[config.mk]
export PLATFORM = sky130hd
export DESIGN_NAME = md_sched
export DESIGN_NICKNAME = d
export VERILOG_FILES = /design/src/rtl/md_sched.sv
export SDC_FILE = /design/constraint.sdc
export NUM_CORES = 1
export LEC_CHECK = 0
export CORE_AREA = 4 4 41 43
export CTS_CLUSTER_SIZE = 16
export DETAILED_ROUTE_END_ITERATION = 10
export DIE_AREA = 0 0 45 47
export HOLD_SLACK_MARGIN = 0.02
export RECOVER_POWER = 100
export SLEW_MARGIN = 20
export SYNTH_ARGS = -nofsm -noshare
export SYNTH_HDL_FRONTEND = slang
export SYNTH_SLANG_ARGS = --single-unit
[constraint.sdc]
create_clock -name clk -period 1.55 [get_ports clk]
set_clock_uncertainty 0.15 [all_clocks]
set_input_delay 0.31 -clock clk [delete_from_list [all_inputs] [get_ports clk]]
set_output_delay 0.31 -clock clk [all_outputs]
set_load 0.02 [all_outputs]
[src/rtl/md_sched.sv]
// md_sched: sequencing controller for the multiply/divide (HI/LO) unit.
//
// Accepts MULT/MULTU/DIV/DIVU from the E stage and launches the datapath.
// It counts the fixed latency of the unit and pulses the HI/LO write enables
// when the result is ready. It applies MTHI/MTLO directly while the unit is
// idle. It stalls D so that no HI/LO-class instruction leaves D while the unit
// is launching or busy, which is why no HI/LO forwarding is needed.
//
// Ports:
//   clk        in   system clock, rising edge
//   reset      in   synchronous, active-low reset
//   md_op_E    in   E-stage op: 0 none, 1 MULT, 2 MULTU, 3 DIV, 4 DIVU,
//                   5 MTHI, 6 MTLO, 7 reserved (treated as none)
//   flush      in   flush of E and younger stages
//   md_use_D   in   D-stage instruction is HI/LO-class
//   md_start   out  one-cycle launch pulse (combinational)
//   md_sign    out  signed op (MULT/DIV), valid with md_start
//   md_div     out  divide op (DIV/DIVU), valid with md_start
//   busy       out  unit is computing (registered)
//   hi_we      out  HI write enable
//   lo_we      out  LO write enable
//   stall_D    out  freeze PC/F/D and bubble E
//   stall_cnt  out  32-bit count of stalled cycles (only with MD_STALL_CNT_EN)
//
// Optional feature macro: MD_STALL_CNT_EN adds the stall_cnt output.
module md_sched #(
  parameter int MULT_LAT = 5,
  parameter int DIV_LAT  = 10,
  parameter int CNT_W    = 4
) (
  input  logic       clk,
  input  logic       reset,
  input  logic [2:0] md_op_E,
  input  logic       flush,
  input  logic       md_use_D,
  output logic       md_start,
  output logic       md_sign,
  output logic       md_div,
  output logic       busy,
  output logic       hi_we,
  output logic       lo_we,
`ifdef MD_STALL_CNT_EN
  output logic [31:0] stall_cnt,
`endif
  output logic       stall_D
);

  typedef enum logic {ST_IDLE = 1'b0, ST_BUSY = 1'b1} state_t;

  localparam logic [CNT_W-1:0] MULT_LOAD = CNT_W'(MULT_LAT - 1);
  localparam logic [CNT_W-1:0] DIV_LOAD  = CNT_W'(DIV_LAT - 1);

  state_t           state_r;
  logic [CNT_W-1:0] cnt_r;
  logic             busy_r;
  logic             op_mul_s;
  logic             op_dv_s;
  logic             idle_ok_s;
  logic             acc_s;
  logic             done_s;

  // Decode the E-stage op, accept/done conditions and all combinational outputs.
  // Everything is gated by reset so the outputs stay 0 while reset is held.
  always_comb begin
    op_mul_s  = (md_op_E == 3'd1) || (md_op_E == 3'd2);
    op_dv_s   = (md_op_E == 3'd3) || (md_op_E == 3'd4);
    idle_ok_s = reset && (state_r == ST_IDLE) && !flush;
    acc_s     = idle_ok_s && (op_mul_s || op_dv_s);
    // Result is ready in the last busy cycle; a reset here aborts the write.
    done_s    = reset && (state_r == ST_BUSY) && (cnt_r == {CNT_W{1'b0}});
    md_start  = acc_s;
    md_sign   = reset && ((md_op_E == 3'd1) || (md_op_E == 3'd3));
    md_div    = reset && op_dv_s;
    hi_we     = done_s || (idle_ok_s && (md_op_E == 3'd5));
    lo_we     = done_s || (idle_ok_s && (md_op_E == 3'd6));
    // Launch cycle counts as occupied so a younger HI/LO op never reaches E.
    stall_D   = md_use_D && (busy_r || acc_s);
  end

  assign busy = busy_r;

  // IDLE/BUSY state machine with latency down-counter; ops arriving while
  // BUSY (and flushes while BUSY) are deliberately ignored.
  always_ff @(posedge clk) begin
    if (!reset) begin
      state_r <= ST_IDLE;
      cnt_r   <= {CNT_W{1'b0}};
      busy_r  <= 1'b0;
    end else begin
      case (state_r)
        ST_IDLE: begin
          if (acc_s) begin
            state_r <= ST_BUSY;
            busy_r  <= 1'b1;
            cnt_r   <= op_dv_s ? DIV_LOAD : MULT_LOAD;
          end
        end
        ST_BUSY: begin
          if (cnt_r == {CNT_W{1'b0}}) begin
            state_r <= ST_IDLE;
            busy_r  <= 1'b0;
          end else begin
            cnt_r <= cnt_r - {{(CNT_W-1){1'b0}}, 1'b1};
          end
        end
        default: begin
          state_r <= ST_IDLE;
          busy_r  <= 1'b0;
          cnt_r   <= {CNT_W{1'b0}};
        end
      endcase
    end
  end

`ifdef MD_STALL_CNT_EN
  // Free-running count of stalled cycles; wraps naturally, unaffected by flush.
  always_ff @(posedge clk) begin
    if (!reset) begin
      stall_cnt <= 32'd0;
    end else if (stall_D) begin
      stall_cnt <= stall_cnt + 32'd1;
    end
  end
`endif

endmodule
==> results.sh <==
export IMPL_dieHeight_microns=47
export IMPL_synth_fp_nets=54
export IMPL_p_int_mw=0.389
export IMPL_cts_tree="yes"
export IMPL_grt_use_met2=0.263
export IMPL_drt_first_pass_iters=4
export IMPL_coreArea_sq_um=1300
export IMPL_final_cell_area_sq_um=958
export IMPL_yosysWarnings=0
export IMPL_crit_arrival_ns=1.66
export IMPL_yosys_cell_types_count=25
export IMPL_start_util=0.329
export IMPL_clkSinkCount=6
export IMPL_syn_avg_cell_area_sq_um=9.30
export IMPL_drc=0
export IMPL_hp_class="register to register"
export IMPL_antenna_left=0
export IMPL_cp_start_kind="register"
export IMPL_top_usage_layer="met2"
export IMPL_rows=13
export IMPL_overflow=0
export IMPL_end_kind="primary output"
export IMPL_grt_max_degree=7
export IMPL_status="complete, but fails checks"
export IMPL_clkPwrFrac=0.255
export IMPL_synth_area_top_cells="dfxtp_1 28%, a32oi_4 6.4%, a211oi_2 5.8%, a21oi_1 4.7%, nor3b_4 4.4%"
export IMPL_min_path_cells=2
export IMPL_setup_viol=9
export IMPL_final_common_cell="buf_4"
export IMPL_wl_per_cell_microns=14.7
export IMPL_p_sw_frac=0.300
export IMPL_crit_required_ns=1.09
export IMPL_worst_pin_slew_ns=0.312
export IMPL_synthesis_instances=46
export IMPL_fill_cells=100
export IMPL_critical_path_max_fanout=3
export IMPL_die_area_sq_um=2120
export IMPL_max_freq_mhz=473
export IMPL_hold_slack_ns=0.367
export IMPL_antenna_found_initial=0
export IMPL_portBuffers=13
export IMPL_viasPerCell=5.05
export IMPL_gpl_final_weighted_congestion=0.826
export IMPL_antennaDiodeCount=0
export IMPL_synth_area_leader_cell="dfxtp_1"
export IMPL_grt_use_total=0.160
export IMPL_dpl_cell_count=96
export IMPL_first_iter_violations=8
export IMPL_placement_cell_area_sq_um=793
export IMPL_dp_hpwl_mm=1.03
export IMPL_htree_levels=1
export IMPL_startpoint="cnt_r[0]"
export IMPL_worst_r2r_path_depth=9
export IMPL_fin_crit_ns=2.12
export IMPL_drv_slew=0
export IMPL_pre_cts_slack_ns=-0.918
export IMPL_rsz0062_at_grt="yes"
export IMPL_fin_nets=99
export IMPL_instances_no_fill=104
export IMPL_p_total_mw=0.555
export IMPL_numCtsBuffers=3
export IMPL_drive_gt1_frac=0.742
export IMPL_power_density_nw_per_um2=579
export IMPL_yosys_area_top_type_share=0.281
export IMPL_postSynthRegisterBits=6
export IMPL_grtUsageMet1=0.197
export IMPL_setup_slack_ns=-0.566
export IMPL_syn_to_final_growth_pct=124
export IMPL_vias=525
export IMPL_layout_worst_path_cycle_share=1.37
export IMPL_syn_area_sq_um=428
export IMPL_hold_viol_final=0
export IMPL_wirelength_mm=1.53
export IMPL_r2r_start="cnt_r[0]"
export IMPL_mostFrequentLayoutCells="18 x buf_4, 16 x buf_6, 3 x dfxtp_1, 3 x clkbuf_4"
export IMPL_clkLatencyLatePin_ns=0.24
export IMPL_maxSlewHeadroom=0.792
export IMPL_power_frac_seq=0.308
export IMPL_grt_pass1_vias=562
export IMPL_io_pins=14
export IMPL_cap_violations=0
export IMPL_clkTransAtPathRegs_ns=0.04
export IMPL_p_leak_nw=0.393
export IMPL_clockBufferDepth=2
export IMPL_synth_seq_area_share=0.281
export IMPL_power_frac_comb=0.437
export IMPL_die_w_microns=45
export IMPL_violations="setup timing"
export IMPL_grtUsageMet3=0.0575
export IMPL_grt_pass1_wl_mm=2.42
export IMPL_hold_start="cnt_r[3]"
export IMPL_root_buffer="clkbuf_4"
export IMPL_path_class="register to primary output"
export IMPL_p_sw_mw=0.166
export IMPL_ir_drop_mv=0.422
==> flip-flops by register name (all words and copies together), names as in the netlist <==
register / cells
state_r: 1
busy: 1
cnt_r: 4
==> synth_stat cells <==
library cell  n
ha_1          1
o21ai_1       2
or3b_4        1
inv_1         4
dfxtp_1       6
and3b_1       1
a211o_1       2
a211oi_2      2
xnor2_1       2
clkinv_1      1
a21oi_1       4
nand4b_1      2
or3_4         1
o41ai_1       1
and3_2        1
nor3_1        1
nand3_1       1
or2_1         1
nor2_1        4
o21a_1        2
nor3b_1       2
nand2_1       1
o211a_1       1
a32oi_4       1
nor3b_4       1
==> what timing repair did <==
action / 4_1_cts / 5_1_grt
buffers inserted: 4 / 2
cloned: 1 / 0
hold buffers: 0 / 0
endpoints found under the setup margin: 13 / 12
gates resized for setup: 60 / 21
pin swaps: 11 / 10
==> power groups by stage <==
stage	clock network, mW	registers (mW)	logic, mW
after floorplan	0	0.176	0.0875
after CTS	0.150	0.171	0.224
after detailed placement	0	0.173	0.187
after global routing	0.162	0.171	0.257
final	0.142	0.171	0.243
after global placement	0	0.173	0.184
==> worst max-delay path: stages, from the launching register on <==
cell     delay [ns]
dfxtp_2        0.32
inv_2          0.07
ha_4           0.13
or3b_4         0.38
or2_4          0.27
a21oi_4        0.13
buf_6          0.13
==> final cells by class <==
| type | count | area (sq um) | area share |
|---|---|---|---|
| inverters | 5 | 20.0 | 0.0209 |
| well taps | 15 | 18.8 | 0.0196 |
| multi-input cells | 36 | 413 | 0.431 |
| repair buffers | 39 | 358 | 0.373 |
| flip-flops and latches | 6 | 126 | 0.132 |
| clock buffers | 3 | 22.5 | 0.0235 |
==> through the flow <==
stage | setup TNS [ns] | utilization
after global routing | -4.06 | 0.737
final | -3.54 | 0.737
after detailed placement | -7.71 | 0.610
after CTS | -4.08 | 0.679
after global placement | -7.55 | 0.610
after floorplan | -0.816 | -
==> cells by family (layout without fill, tap and decap cells) <==
| group | after synthesis | count (layout) | synth area share |
|---|---|---|---|
| AND/OR/NAND/NOR | 17 | 17 | 0.292 |
| XOR/XNOR | 2 | 2 | 0.0409 |
| AO/OA/AOI/OAI | 15 | 16 | 0.313 |
| buffers and inverters | 5 | 47 | 0.0438 |
| adder cells (fa/ha/maj) | 1 | 1 | 0.0292 |
| flip-flops | 6 | 6 | 0.281 |
==> path summary, 6_finish.rpt <==
path              slack (ns)        to
setup reg to reg       -0.45  cnt_r[0]
setup / recovery       -0.57     lo_we
hold reg to reg         0.37  cnt_r[3]
hold / removal          0.37  cnt_r[3]
==> metal layers <==
layer | part of all wire | vias to the layer above
li1 | - | 263
met1 | 0.44 | 250
met2 | 0.50 | 12
met3 | 0.058 | 0
met4 | 0 | 0
met5 | 0 | -
(Power assumes the default switching activity.)
